## config.mk

```make
export PLATFORM = sky130hd
export DESIGN_NAME = tone_drive_sequencer
export DESIGN_NICKNAME = d
export VERILOG_FILES = /design/src/rtl/tone_drive_sequencer.sv
export SDC_FILE = /design/constraint.sdc
export NUM_CORES = 1
export LEC_CHECK = 0
export ABC_AREA = 1
export ABC_CLOCK_PERIOD_IN_PS = 3200
export CAP_MARGIN = 40
export CORE_ASPECT_RATIO = 0.75
export CORE_MARGIN = 3
export CORE_UTILIZATION = 35
export DETAILED_ROUTE_END_ITERATION = 6
export PLACE_DENSITY = 0.55
export SYNTH_ARGS = -nofsm -noshare
export SYNTH_HDL_FRONTEND = slang
export SYNTH_SLANG_ARGS = --single-unit
```

## constraint.sdc

```tcl
create_clock -name clk -period 3.2 [get_ports clk]
set_input_delay 0.64 -clock clk [delete_from_list [all_inputs] [get_ports clk]]
set_output_delay 0.64 -clock clk [all_outputs]
set_load 0.05 [all_outputs]
```

## src/rtl/tone_drive_sequencer.sv

```systemverilog
// -----------------------------------------------------------------------------
// tone_drive_sequencer
//   Turns the 3-bit toneDir code from the tone detection stage into timed
//   H-bridge commands. A code must stay stable before it is accepted. Both
//   motors are then driven with PWM for DRIVE_CYCLES. After that the motors
//   coast (all outputs off) for COAST_CYCLES before a new code is accepted.
//
//   Code map: 1 = forward, 2 = reverse, 3 = left (L rev, R fwd),
//             4 = right (L fwd, R rev); 0 and 5..7 mean no command.
//
//   Optional build macro DRIVE_RAMP_EN: soft start. The duty starts at 0 on
//   DRIVE entry and rises by RAMP_STEP at every PWM period boundary, clamped
//   to PWM_DUTY. Without the macro the duty is PWM_DUTY from the first DRIVE
//   cycle, and no ramp logic is built.
//
// Ports
//   clk          in   system clock
//   rst          in   synchronous reset, active-low
//   enableDrive  in   1 = commands may be accepted, 0 = abort to IDLE
//   toneDir      in   [2:0] direction code from tone detection
//   motorL_pwm   out  left motor PWM
//   motorR_pwm   out  right motor PWM
//   motorL_dir   out  left motor direction (1 = forward)
//   motorR_dir   out  right motor direction (1 = forward)
//   busy         out  high in QUALIFY, DRIVE and COAST
//   cmdDone      out  one-cycle pulse as DRIVE hands over to COAST
// -----------------------------------------------------------------------------
module tone_drive_sequencer #(
  parameter int QUAL_CYCLES  = 250000,
  parameter int DRIVE_CYCLES = 25000000,
  parameter int COAST_CYCLES = 2500000,
  parameter int PWM_PERIOD   = 1000,
  parameter int PWM_DUTY     = 600,
  parameter int RAMP_STEP    = 50
) (
  input  logic       clk,
  input  logic       rst,
  input  logic       enableDrive,
  input  logic [2:0] toneDir,
  output logic       motorL_pwm,
  output logic       motorR_pwm,
  output logic       motorL_dir,
  output logic       motorR_dir,
  output logic       busy,
  output logic       cmdDone
);

  localparam int QW  = $clog2(QUAL_CYCLES  > 2 ? QUAL_CYCLES  : 2);
  localparam int DW  = $clog2(DRIVE_CYCLES > 2 ? DRIVE_CYCLES : 2);
  localparam int CW  = $clog2(COAST_CYCLES > 2 ? COAST_CYCLES : 2);
  localparam int PW  = $clog2(PWM_PERIOD   > 2 ? PWM_PERIOD   : 2);
  localparam int DUW = $clog2(PWM_PERIOD + 1);

  localparam logic [QW-1:0] QUAL_LAST  = QW'(QUAL_CYCLES - 1);
  localparam logic [DW-1:0] DRIVE_LAST = DW'(DRIVE_CYCLES - 1);
  localparam logic [CW-1:0] COAST_LAST = CW'(COAST_CYCLES - 1);
  localparam logic [PW-1:0] PWM_LAST   = PW'(PWM_PERIOD - 1);

  if (PWM_DUTY < 0 || PWM_DUTY > PWM_PERIOD || RAMP_STEP < 0) begin : g_bad_param
    $error("tone_drive_sequencer: PWM_DUTY must lie in 0..PWM_PERIOD and RAMP_STEP must be >= 0");
  end

  typedef enum logic [1:0] {S_IDLE, S_QUALIFY, S_DRIVE, S_COAST} state_t;

  state_t          state_q;
  logic [2:0]      cand_q;
  logic [2:0]      cmd_q;
  logic [QW-1:0]   qual_q;
  logic [DW-1:0]   drive_q;
  logic [CW-1:0]   coast_q;
  logic [PW-1:0]   pwmCnt_q;
  logic [PW-1:0]   pwmCnt_d;
  logic            pwm_d;
  logic            pwmFirst;

  function automatic logic code_valid(input logic [2:0] code);
    return (code >= 3'd1) && (code <= 3'd4);
  endfunction

  // {left_dir, right_dir} for a code; "none" codes give both reverse (0).
  function automatic logic [1:0] code_dirs(input logic [2:0] code);
    case (code)
      3'd1:    return 2'b11;
      3'd3:    return 2'b01;
      3'd4:    return 2'b10;
      default: return 2'b00;
    endcase
  endfunction

`ifdef DRIVE_RAMP_EN
  logic [DUW-1:0] duty_q;
  logic [DUW-1:0] duty_d;

  function automatic logic [DUW-1:0] ramp_clamp(input logic [DUW-1:0] d);
    int s;
    s = int'(d) + RAMP_STEP;
    if (s > PWM_DUTY) s = PWM_DUTY;
    return DUW'(s);
  endfunction

  // Duty steps up only when the PWM counter wraps to a new period.
  always_comb begin
    pwmCnt_d = (pwmCnt_q == PWM_LAST) ? '0 : pwmCnt_q + 1'b1;
    duty_d   = (pwmCnt_q == PWM_LAST) ? ramp_clamp(duty_q) : duty_q;
    pwm_d    = int'(pwmCnt_d) < int'(duty_d);
    pwmFirst = 1'b0;
  end
`else
  always_comb begin
    pwmCnt_d = (pwmCnt_q == PWM_LAST) ? '0 : pwmCnt_q + 1'b1;
    pwm_d    = int'(pwmCnt_d) < PWM_DUTY;
    pwmFirst = (PWM_DUTY > 0);
  end
`endif

  // Outputs are registered from the next-state decision, so they line up
  // with the state they describe (first DRIVE cycle already shows pwm/dir).
  always_ff @(posedge clk) begin
    if (!rst) begin
      state_q    <= S_IDLE;
      cand_q     <= '0;
      cmd_q      <= '0;
      qual_q     <= '0;
      drive_q    <= '0;
      coast_q    <= '0;
      pwmCnt_q   <= '0;
      motorL_pwm <= 1'b0;
      motorR_pwm <= 1'b0;
      motorL_dir <= 1'b0;
      motorR_dir <= 1'b0;
      busy       <= 1'b0;
      cmdDone    <= 1'b0;
`ifdef DRIVE_RAMP_EN
      duty_q     <= '0;
`endif
    end else if (!enableDrive) begin
      state_q    <= S_IDLE;
      qual_q     <= '0;
      drive_q    <= '0;
      coast_q    <= '0;
      pwmCnt_q   <= '0;
      motorL_pwm <= 1'b0;
      motorR_pwm <= 1'b0;
      motorL_dir <= 1'b0;
      motorR_dir <= 1'b0;
      busy       <= 1'b0;
      cmdDone    <= 1'b0;
`ifdef DRIVE_RAMP_EN
      duty_q     <= '0;
`endif
    end else begin
      cmdDone <= 1'b0;
      case (state_q)
        S_IDLE: begin
          if (code_valid(toneDir)) begin
            cand_q  <= toneDir;
            qual_q  <= '0;
            state_q <= S_QUALIFY;
            busy    <= 1'b1;
          end
        end
        S_QUALIFY: begin
          if (toneDir == cand_q) begin
            if (qual_q == QUAL_LAST) begin
              cmd_q      <= cand_q;
              state_q    <= S_DRIVE;
              drive_q    <= '0;
              pwmCnt_q   <= '0;
              motorL_pwm <= pwmFirst;
              motorR_pwm <= pwmFirst;
              {motorL_dir, motorR_dir} <= code_dirs(cand_q);
`ifdef DRIVE_RAMP_EN
              duty_q     <= '0;
`endif
            end else begin
              qual_q <= qual_q + 1'b1;
            end
          end else if (code_valid(toneDir)) begin
            cand_q <= toneDir;
            qual_q <= '0;
          end else begin
            state_q <= S_IDLE;
            qual_q  <= '0;
            busy    <= 1'b0;
          end
        end
        S_DRIVE: begin
          // toneDir is deliberately not looked at here: no command queueing.
          if (drive_q == DRIVE_LAST) begin
            state_q    <= S_COAST;
            drive_q    <= '0;
            coast_q    <= '0;
            pwmCnt_q   <= '0;
            motorL_pwm <= 1'b0;
            motorR_pwm <= 1'b0;
            motorL_dir <= 1'b0;
            motorR_dir <= 1'b0;
            cmdDone    <= 1'b1;
`ifdef DRIVE_RAMP_EN
            duty_q     <= '0;
`endif
          end else begin
            drive_q    <= drive_q + 1'b1;
            pwmCnt_q   <= pwmCnt_d;
            motorL_pwm <= pwm_d;
            motorR_pwm <= pwm_d;
            {motorL_dir, motorR_dir} <= code_dirs(cmd_q);
`ifdef DRIVE_RAMP_EN
            duty_q     <= duty_d;
`endif
          end
        end
        S_COAST: begin
          if (coast_q == COAST_LAST) begin
            state_q <= S_IDLE;
            coast_q <= '0;
            busy    <= 1'b0;
          end else begin
            coast_q <= coast_q + 1'b1;
          end
        end
        default: begin
          state_q <= S_IDLE;
          busy    <= 1'b0;
        end
      endcase
    end
  end

endmodule

```

==> impl_results.rst, run 1 <==
.. list-table::
   :header-rows: 1

   * - Metric
     - Value
   * - Routed wirelength normalized by instance count
     - ~13 um
   * - Die Footprint
     - about 17000 um2
   * - Cells after Synth
     - roughly 900
   * - Share of the cycle needed by the critical path after routing
     - 71.35%
   * - Internal power
     - about 1.8 mW
   * - Estimated wirelength of the detail-placed design
     - roughly 11000 um
   * - Setup Crit Path Kind
     - input port to flip-flop
   * - Setup Buffers After CTS
     - 0
   * - Initial core utilization
     - 36.01%
   * - Reg power frac
     - 46.1%
   * - Transition time at the pin with the least slew margin
     - between 700 and 800 ps
   * - Leakage Power
     - between 2 and 2.5 nW
   * - Worst IR Drop VDD
     - approximately 280 uV
   * - Critical hold path startpoint
     - busy
   * - Clock slew at reported path FFs
     - roughly 70 ps
   * - Post-synth design cell area
     - 5535 um2
   * - Switching Fraction
     - about a quarter
   * - TritonCTS clock tree
     - yes
   * - Pin count of the biggest net entering global routing
     - between 50 and 60
   * - Count of state elements after synthesis
     - 88
   * - Fin util
     - about 40%
   * - Port buffer count
     - 11
   * - Largest incremental delay on the critical path
     - about 530 ps
   * - First DRT Iteration DRCs
     - between 400 and 500
   * - Minimum setup slack after placement
     - 524.9 ps
   * - Post-cts gate resize count
     - 0
   * - Most prevalent standard cell on the critical path
     - sky130_fd_sc_hd__nand2_4
   * - Num Clock Sinks
     - a little under 90
   * - Insertion delay to the later sink of the worst-skew pair
     - 360 ps
   * - Area growth, synth to finish
     - 11.51%
   * - TritonCTS Buffers
     - 9
   * - Total negative setup slack
     - 0 ps
   * - Final weighted congestion of routability-driven global placement
     - between 0.9 and 1
   * - N_diodes
     - 0
   * - Kind of launch point of the worst setup path
     - input port
   * - Final total power
     - approximately 2.4 mW
   * - RSZ-0062 raised after global routing
     - false
   * - Remaining max-slew budget at the tightest pin
     - between 40% and 50%
   * - Clock Skews
     - 6.707 ps
   * - Clk pwr share
     - 49.4%
   * - Number of cells on the worst reg-to-reg path
     - 10
   * - Final count of negative-setup-slack endpoints
     - 0
   * - Max-slew violation total from the final report
     - 0
   * - Wire length of the first global-routing pass
     - roughly 25000 um
   * - Die Wd
     - roughly 150 um
   * - Area of the core
     - 15370 um2
   * - Data required, critical path
     - approximately 3500 ps
   * - Number of cells on the worst hold path
     - 2
   * - Highest attainable clock frequency
     - about 440 MHz
   * - Vias after detailed routing
     - about 5600
   * - Top-level port count
     - 12
   * - Vias in the first global route
     - around 5000
   * - Vias per cell
     - around 5.1
   * - H-tree lvl count
     - 3
   * - Number of buffers inserted by hold repair at cts
     - 0
   * - Total Routed Length
     - approximately 15000 um
   * - Pwr per Cell Area
     - between 300 and 400 nW/um2
   * - Fin Hold WS
     - a little under 500 ps
   * - Total Routing Usage GR
     - 17.98%
   * - Run status
     - finished, final reports clean
   * - Number of max-capacitance violations reported
     - 0
   * - Worst-path maximum fanout
     - 22
   * - Post-Synthesis Net Count
     - between 900 and 1000
   * - Root buffer cell
     - sky130_fd_sc_hd__clkbuf_16
   * - Net switching power figure
     - about 580 uW
   * - Number of routed nets with antenna violations
     - 0
   * - Cell type of the slowest stage on the worst timing path
     - sky130_fd_sc_hd__clkdlybuf4s50_1
   * - Count of warnings emitted by yosys
     - 0
   * - Arrival time reported for the critical path endpoint
     - roughly 2600 ps
   * - Remaining global-route overflow
     - 0
   * - Drc violations
     - 0
   * - Portion of total power attributed to combinational logic
     - about 4.5%
   * - Share of post-route cells with drive strength above 1
     - about 5.5%
   * - Synthesized area per cell
     - around 6.2 um2
   * - Worst hold path type
     - flip-flop to flip-flop
   * - NumNets Final
     - 915
   * - Min-Delay Endpoint
     - busy
   * - Cell chain of the critical path
     - clkdlybuf4s50_1 > xnor2_1 > nand3_2 > nor2_8 > nand2_4 > nand2_4 > inv_1 > nor2_1 > nand2_1 > a21oi_1
   * - Part of the Yosys area used for sequential elements
     - 31.83%
   * - Fin worst setup slack
     - 916.9 ps
   * - Internal reg-to-reg setup slack
     - about 950 ps
   * - Type of element capturing the critical path
     - flip-flop
   * - Final Critical Period
     - approximately 2300 ps
   * - Router iterations before antenna repair
     - 5
   * - Antenna violations before repair
     - 0
   * - Worst r2r dst
     - coast_q[2]
   * - Netlist cell types
     - 37
   * - Final count of hold timing violations
     - 0
   * - Die boundary height
     - 114.9 um
   * - Worst R2R Start
     - drive_q[0]
   * - Num rows
     - 39
   * - Maximum clock path buffer count
     - 2
synthesized netlist by cell type (all sizes together):
cell type | instances | area [um2]
a21o | 3 | 22.52
a21oi | 71 | 359.1
and3 | 1 | 6.260
buf | 13 | 81.32
clkbuf | 7 | 26.28
clkinv | 1 | 3.750
dfxtp | 88 | 1762
ha | 4 | 50.05
inv | 95 | 359.1
nand2 | 243 | 954.7
nand3 | 99 | 505.5
nand3b | 8 | 60.06
nand4 | 33 | 206.5
nor2 | 137 | 558.0
nor3 | 33 | 165.2
nor3b | 2 | 15.01
nor4 | 2 | 12.51
o21a | 2 | 15.01
o21ai | 28 | 147.6
o21bai | 4 | 30.03
o22ai | 1 | 6.260
or2 | 5 | 31.28
xnor2 | 4 | 35.03
xor2 | 14 | 122.6
power by group through the flow:
| stage | Clock (mW) | Combinational [mW] | Sequential (mW) |
|---|---|---|---|
| 3_5_place_dp | 0 | 0.109 | 1.13 |
| 2_1_floorplan | 0 | 0.0743 | 1.13 |
| 3_3_place_gp | 0 | 0.109 | 1.13 |
| 6_report | 1.19 | 0.108 | 1.11 |
| 4_1_cts | 1.23 | 0.109 | 1.11 |
| 5_1_grt | 1.26 | 0.121 | 1.11 |
layout make-up:
class                           count  area (um2)
Fill cell                        1679        9199
Clock buffer                        9       225.2
Tap cell                          205       256.5
Sequential cell                    88        1762
Timing Repair Buffer               16       160.2
Multi-Input combinational cell    694        3306
Clock inverter                      7       100.1
Inverter                           96       362.8
state kept, by name, summed over array words and instances (netlist names), named ones only:
signal      flops
busy            1
cand_q          3
cmdDone         1
motorL_dir      1
qual_q         18
motorR_dir      1
pwmCnt_q       10
drive_q        25
cmd_q           3
coast_q        22
state_q         1
motorR_pwm      1
per-layer routing:
layer	up-vias	track usage (%)	share of wire (%)
met4	0	3.442	0.72
met2	135	25.13	40
li1	2974	-	-
met5	-	0	0
met1	2519	27.98	54
met3	6	4.137	5.1
cells by family after synthesis:
| group | count (synthesis) | synth area share (%) |
|---|---|---|
| flip-flops | 88 | 31.83 |
| XOR/XNOR | 18 | 2.848 |
| AND/OR/NAND/NOR | 563 | 45.43 |
| adder cells (fa/ha/maj) | 4 | 0.9042 |
| buffers and inverters | 116 | 8.499 |
| AO/OA/AOI/OAI | 109 | 10.49 |
through the flow:
stage | area, um2 | instances
detailed placement | 5847 | 1099
CTS | 6172 | 1115
finish | 6172 | 1115
global route | 6172 | 1115
floorplan | 5535 | 898
global placement | 5847 | 1099
worst max path at each step:
stage	start	to	slack, ps
global placement	toneDir[1]	motorR_pwm	560
CTS	toneDir[1]	motorR_pwm	900
detailed placement	toneDir[1]	motorR_pwm	520
finish	toneDir[1]	motorR_pwm	920
global route	toneDir[1]	drive_q[8]	650
floorplan	toneDir[0]	motorR_pwm	1410
worst max-delay path, delay by kind of cell:
kind,cells,cell delay (ps)
buffers and inverters,2,840
AOI/OAI and AO/OA,1,110
xor gates and xnor gates,1,150
and+or+nand+nor,6,850
layout by cell type (no fill, tap or decap), types with 11 or more instances in the layout:
cell | synthesis | final
sky130_fd_sc_hd__nor3_1 | 33 | 33
sky130_fd_sc_hd__nand3_1 | 97 | 97
sky130_fd_sc_hd__nor2_1 | 131 | 131
sky130_fd_sc_hd__xor2_1 | 14 | 14
sky130_fd_sc_hd__o21ai_0 | 26 | 26
sky130_fd_sc_hd__dfxtp_1 | 88 | 88
sky130_fd_sc_hd__nand2_1 | 236 | 235
sky130_fd_sc_hd__a21oi_1 | 70 | 70
sky130_fd_sc_hd__nand4_1 | 33 | 33
sky130_fd_sc_hd__clkdlybuf4s50_1 | 0 | 11
sky130_fd_sc_hd__inv_1 | 90 | 90
Power figures use the tool's default switching activity.
==> run 2, diff against run 1 <==
- ABC_CLOCK_PERIOD_IN_PS: 3200 -> 2050
- PLACE_DENSITY: 0.55 -> 0.57
- clock period: 3.2 -> 2.05 ns (I/O delays scaled with it)
==> impl_results.rst, run 2 (synthesis gave the netlist of run 1 again) <==
.. list-table::
   :header-rows: 1

   * - Metric
     - Value
   * - Run status
     - finished, final reports clean
   * - Final Critical Period
     - 1954 ps
   * - Fin area
     - 6471 um2 (+4.8%)
   * - Top reg by flops
     - drive_q
   * - Area used by multi-input combinational logic
     - 3311 um2 (+0.15%)
   * - RSZ-0062 raised after global routing
     - false
   * - Initial core utilization
     - 36.01% (unchanged)
   * - Root buffer cell
     - sky130_fd_sc_hd__clkbuf_16
   * - Number of inserted filler cells in the final layout
     - 1641 (-2.3%)
   * - Setup Crit Path Kind
     - flip-flop to output port
   * - First DRT Iteration DRCs
     - 555 (+27%)
   * - Insertion delay to the later sink of the worst-skew pair
     - 350 ps (about the same)
   * - Router iterations before antenna repair
     - 5 (unchanged)
   * - Area of the core
     - 15370 um2 (unchanged)
   * - Num rows
     - 39 (unchanged)
   * - Vias after detailed routing
     - 5810 (+3.1%)
   * - Worst hold path type
     - flip-flop to flip-flop
   * - Worst-path maximum fanout
     - 2 (-91%)
   * - Transition time at the pin with the least slew margin
     - 553.0 ps (-196.5 ps)
   * - Remaining max-slew budget at the tightest pin
     - 63.09% (+13 points)
   * - Vias in the first global route
     - 5266 (+6.2%)
   * - N_diodes
     - 0 (unchanged)
   * - Pwr per Cell Area
     - 546.5 nW/um2 (+40%)
   * - Top-level port count
     - 12 (unchanged)
   * - Most common cell after layout, fill and taps aside
     - sky130_fd_sc_hd__nand2_1
   * - Worst IR Drop VDD
     - 374.6 uV (+34%)
   * - NumNets Final
     - 955 (+4.4%)
   * - Port buffer count
     - 11 (unchanged)
   * - Worst path top cell family by delay
     - buffers and inverters
   * - Share of post-route cells with drive strength above 1
     - 9.474% (+4.0 points)
   * - Commonest cells after routing, fill and taps aside
     - sky130_fd_sc_hd__nand2_1, sky130_fd_sc_hd__nor2_1, sky130_fd_sc_hd__nand3_1
   * - Share of the cycle needed by the critical path after routing
     - 95.30%
   * - Vias per cell
     - 5.030 (-0.45%)
   * - Number of routed nets with antenna violations
     - 0 (unchanged)
   * - Cell chain of the critical path
     - clkdlybuf4s50_1
   * - Number of max-capacitance violations reported
     - 0 (unchanged)
   * - # placed instances
     - 1139 (+3.6%)
   * - Die boundary height
     - 114.9 um (unchanged)
   * - Registers with the most flip-flops
     - drive_q x25, coast_q x22, qual_q x18
   * - Clock Skews
     - 10.66 ps (+3.951 ps)
   * - Area growth, synth to finish
     - 16.91%
   * - Type of element capturing the critical path
     - output port
   * - Cell type of the slowest stage on the worst timing path
     - sky130_fd_sc_hd__clkdlybuf4s50_1
   * - Combined buffer and inverter count along the critical path
     - 1 (-1)
   * - Highest attainable clock frequency
     - 511.9 MHz
   * - Dpl cell area
     - 6185 um2 (+5.8%)
   * - Final count of hold timing violations
     - 0 (unchanged)
   * - Routed wirelength normalized by instance count
     - 13.01 um (-2.0%)
   * - Remaining global-route overflow
     - 0 (unchanged)
   * - Maximum clock path buffer count
     - 2 (unchanged)
   * - Largest incremental delay on the critical path
     - 820 ps (+290 ps)
   * - Num Clock Sinks
     - 88 (unchanged)
   * - Wire length of the first global-routing pass
     - 25760 um (+1.5%)
   * - Pin count of the biggest net entering global routing
     - 30 (-43%)
   * - Number of buffers inserted by hold repair at cts
     - 0 (unchanged)
   * - Leakage Power
     - 2.301 nW (+9.4%)
   * - Estimated wirelength of the detail-placed design
     - 11410 um (+5.7%)
   * - Kind of launch point of the worst setup path
     - flip-flop
   * - Die Wd
     - 151.2 um (unchanged)
   * - H-tree lvl count
     - 3 (unchanged)
   * - Register cell area after layout
     - 1762 um2 (unchanged)
   * - Antenna violations before repair
     - 0 (unchanged)
   * - Data required, critical path
     - 1640 ps (-1850 ps)
   * - Post-layout instance count excluding filler cells
     - 1155 (+3.6%)
   * - Total Routing Usage GR
     - 18.11% (+0.13 points)
   * - Max-slew violation total from the final report
     - 0 (unchanged)
   * - TritonCTS clock tree
     - yes
   * - Clock slew at reported path FFs
     - 70 ps (about the same)
   * - Final weighted congestion of routability-driven global placement
     - 0.9246 (+2.2%)
   * - Post-cts gate resize count
     - 0 (unchanged)
   * - Final count of negative-setup-slack endpoints
     - 0 (unchanged)
   * - Total negative setup slack
     - 0 ps (unchanged)
   * - TritonCTS Buffers
     - 9 (unchanged)
   * - Setup Buffers After CTS
     - 0 (unchanged)
   * - Total Routed Length
     - 15020 um (+1.5%)
   * - Drc violations
     - 0 (unchanged)
   * - Max FFs per register
     - 25 (unchanged)
   * - Die Footprint
     - 17380 um2 (unchanged)
   * - Fin Hold WS
     - 473.1 ps (-19.12 ps)
   * - Arrival time reported for the critical path endpoint
     - 1540 ps (-1040 ps)
## run 2: report_power, final
part           total (mW)  internal, mW  switching (mW)
Combinational       0.212        0.0836           0.129
Clock                1.60         0.865           0.732
Sequential           1.73          1.72         0.00871
## run 2: layout make-up
cell class	instances	share of cell area [%]
clock inverters	5	0.5994
inverters	96	5.607
clock buffers	11	3.751
multi-input cells	694	51.16
repair buffers	56	7.695
flip-flops and latches	88	27.22
well taps	205	3.964
## run 2: metrics by stage
stage	worst slack (ps)	utilization, %	total power, mW
2_1_floorplan	345.6	-	1.884
3_3_place_gp	-72.61	40.24	1.979
3_5_place_dp	-99.71	40.24	1.979
4_1_cts	44.53	42.07	3.588
5_1_grt	4.153	42.10	3.680
6_report	96.33	42.10	3.536
## run 2: path summary, 6_finish.rpt
kind / to / startpoint / cells after the start / slack (ps)
worst min-delay path: busy / busy / 2 / 470
worst min register to register: busy / busy / 2 / 470
worst max register to register: drive_q[14] / qual_q[0] / 11 / 200
worst max-delay path: motorR_dir / motorR_dir / 1 / 100
## run 2: routing by layer
metal / track usage (%) / routed length (um) / vias up
li1: - / - / 3033
met1: 28.51 / 8117 / 2619
met2: 25.36 / 5873 / 148
met3: 3.467 / 889 / 10
met4: 3.684 / 142 / 0
met5: 0 / 0 / -
==> run 3, diff against run 2 <==
- SETUP_SLACK_MARGIN: default -> 0.05
==> impl_results.rst, run 3 (synthesis gave the netlist of run 1 again) <==
.. list-table::
   :header-rows: 1

   * - Metric
     - Value
   * - Highest attainable clock frequency
     - 516.2 MHz (+0.84%)
   * - Fin worst setup slack
     - 112.6 ps (+16.25 ps)
   * - Fin Hold WS
     - 473.2 ps (+0.05800 ps)
   * - Leakage Power
     - 2.311 nW (+0.43%)
   * - Vias in the first global route
     - 5266 (unchanged)
   * - Die boundary height
     - 114.9 um (unchanged)
   * - Router iterations before antenna repair
     - 5 (unchanged)
   * - Number of cells on the worst reg-to-reg path
     - 8 (-3)
   * - Insertion delay to the later sink of the worst-skew pair
     - 350 ps (about the same)
   * - N_diodes
     - 0 (unchanged)
   * - Pwr per Cell Area
     - 544.4 nW/um2 (-0.38%)
   * - Num Clock Sinks
     - 88 (unchanged)
   * - Number of cells on the worst hold path
     - 2 (unchanged)
   * - Final weighted congestion of routability-driven global placement
     - 0.9246 (unchanged)
   * - Antenna violations before repair
     - 0 (unchanged)
   * - Drc violations
     - 0 (unchanged)
   * - Fin area
     - 6492 um2 (+0.33%)
   * - Die Wd
     - 151.2 um (unchanged)
   * - Root buffer cell
     - sky130_fd_sc_hd__clkbuf_16
   * - Clock Skews
     - 11.54 ps (+0.8845 ps)
   * - Area of the core
     - 15370 um2 (unchanged)
   * - Routed wirelength normalized by instance count
     - 13.00 um (about the same)
   * - Cell chain of the critical path
     - clkdlybuf4s50_1
   * - Met1 track demand over resource
     - 28.51% (unchanged)
   * - Cell type of the slowest stage on the worst timing path
     - sky130_fd_sc_hd__clkdlybuf4s50_1
   * - TritonCTS Buffers
     - 9 (unchanged)
   * - Estimated wirelength of the detail-placed design
     - 11410 um (unchanged)
   * - Maximum clock path buffer count
     - 2 (unchanged)
   * - Remaining global-route overflow
     - 0 (unchanged)
   * - Worst IR Drop VDD
     - 370.5 uV (-1.1%)
   * - Kind of launch point of the worst setup path
     - flip-flop
   * - Clock slew at reported path FFs
     - 70 ps (about the same)
   * - H-tree lvl count
     - 3 (unchanged)
   * - Remaining max-slew budget at the tightest pin
     - 63.44% (+0.35 points)
   * - Max FFs per register
     - 25 (unchanged)
   * - Num rows
     - 39 (unchanged)
   * - Area growth, synth to finish
     - 17.29%
   * - Port buffer count
     - 11 (unchanged)
   * - Worst-path maximum fanout
     - 2 (unchanged)
   * - RSZ-0062 raised after global routing
     - true
   * - Pin count of the biggest net entering global routing
     - 30 (unchanged)
   * - Stages on worst setup path
     - 1 (unchanged)
   * - Number of inserted filler cells in the final layout
     - 1639 (-0.12%)
   * - Fin util
     - 42.24% (+0.14 points)
   * - Final Critical Period
     - 1937 ps (-16.25 ps)
   * - Worst path top cell family by delay
     - buffers and inverters
   * - Dpl cell area
     - 6185 um2 (unchanged)
   * - TritonCTS clock tree
     - yes
   * - NumNets Final
     - 957 (+0.21%)
   * - Number of max-capacitance violations reported
     - 0 (unchanged)
   * - Final count of negative-setup-slack endpoints
     - 0 (unchanged)
   * - Top reg by flops
     - drive_q
   * - Largest incremental delay on the critical path
     - 830 ps (about the same)
   * - Run status
     - finished, final reports clean
   * - Data required, critical path
     - 1640 ps (about the same)
   * - Combined buffer and inverter count along the critical path
     - 1 (unchanged)
   * - Commonest cells after routing, fill and taps aside
     - sky130_fd_sc_hd__nand2_1, sky130_fd_sc_hd__nor2_1, sky130_fd_sc_hd__nand3_1
   * - Transition time at the pin with the least slew margin
     - 547.7 ps (-5.298 ps)
   * - Worst hold path type
     - flip-flop to flip-flop
   * - Minimum setup slack after placement
     - -99.71 ps (unchanged)
   * - Total Routing Usage GR
     - 18.11% (unchanged)
   * - Share of post-route cells with drive strength above 1
     - 9.979% (+0.51 points)
   * - Setup Crit Path Kind
     - flip-flop to output port
   * - First DRT Iteration DRCs
     - 506 (-8.8%)
   * - Most common cell after layout, fill and taps aside
     - sky130_fd_sc_hd__nand2_1
   * - Global Route met3 Usage
     - 3.467% (unchanged)
   * - Registers with the most flip-flops
     - drive_q x25, coast_q x22, qual_q x18
   * - Initial core utilization
     - 36.01% (unchanged)
   * - Most Used Layer, Global Route
     - met1
   * - Vias after detailed routing
     - 5788 (-0.38%)
   * - GR met2 Demand/Resource
     - 25.36% (unchanged)
   * - Top-level port count
     - 12 (unchanged)
   * - Arrival time reported for the critical path endpoint
     - 1530 ps (about the same)
   * - Final count of hold timing violations
     - 0 (unchanged)
   * - Total Routed Length
     - 15040 um (+0.14%)
   * - Number of routed nets with antenna violations
     - 0 (unchanged)
   * - Type of element capturing the critical path
     - output port
   * - Die Footprint
     - 17380 um2 (unchanged)
   * - Wire length of the first global-routing pass
     - 25760 um (unchanged)
   * - Max-slew violation total from the final report
     - 0 (unchanged)
   * - Vias per cell
     - 5.003 (-0.55%)
   * - Share of the cycle needed by the critical path after routing
     - 94.51% (-0.79 points)
==> run 3: cell types whose count changed in the layout (fill, tap and decap cells not counted), sizes merged <==
cell and change:
buf +2, dlygate4sd2 +1, clkdlybuf4s50 -1
==> run 3: layer usage <==
layer  vias to the layer above  part of all wire [%]  wire, um
met5                         -                     0         0
met4                         0                  0.93       140
met3                        10                   5.3       801
met2                       131                    39      5878
met1                      2605                    55      8222
li1                       3042                     -         -
==> run 3: repair_timing <==
item                                   4_1_cts  5_1_grt
gates resized for setup                      1        4
buffers inserted                             0        2
setup endpoints to repair                    1       11
endpoints found under the hold margin        0        0
pin swaps                                    0        0
hold buffers                                 0        0
==> run 3: final timing paths <==
kind	from	endpoint	slack (ps)
min reg2reg	busy	busy	470
max reg2reg	drive_q[0]	drive_q[18]	220
min	busy	busy	470
max	motorL_dir	motorL_dir	110
==> run 3: layout make-up <==
class | instances | area (um2) | area share, %
inverter | 96 | 362.8 | 5.589
sequential | 88 | 1762 | 27.13
clock inverter | 5 | 38.79 | 0.5974
multi-input combinational | 694 | 3318 | 51.11
tap | 205 | 256.5 | 3.951
clock buffer | 11 | 242.7 | 3.739
timing repair buffer | 58 | 511.7 | 7.882
==> run 3: report_power, final <==
| group | total [mW] | switching [mW] | internal (mW) |
|---|---|---|---|
| Clock | 1.60 | 0.731 | 0.865 |
| Combinational | 0.212 | 0.128 | 0.0836 |
| Sequential | 1.73 | 0.00871 | 1.72 |
| Total | 3.53 | 0.868 | 2.67 |
==> run 3: metrics by stage <==
stage / instances / setup TNS [ps] / total power, mW
floorplan: 898 / 0 / 1.884
global placement: 1139 / -2143 / 1.979
detailed placement: 1139 / -3211 / 1.979
CTS: 1155 / 0 / 3.588
global route: 1157 / 0 / 3.680
finish: 1157 / 0 / 3.534
==> run 3: worst min-delay path, stage by stage, from the launching register on <==
cell,delay (ps)
sky130_fd_sc_hd__dfxtp_1,320
sky130_fd_sc_hd__nand2_1,60
sky130_fd_sc_hd__a21oi_1,50
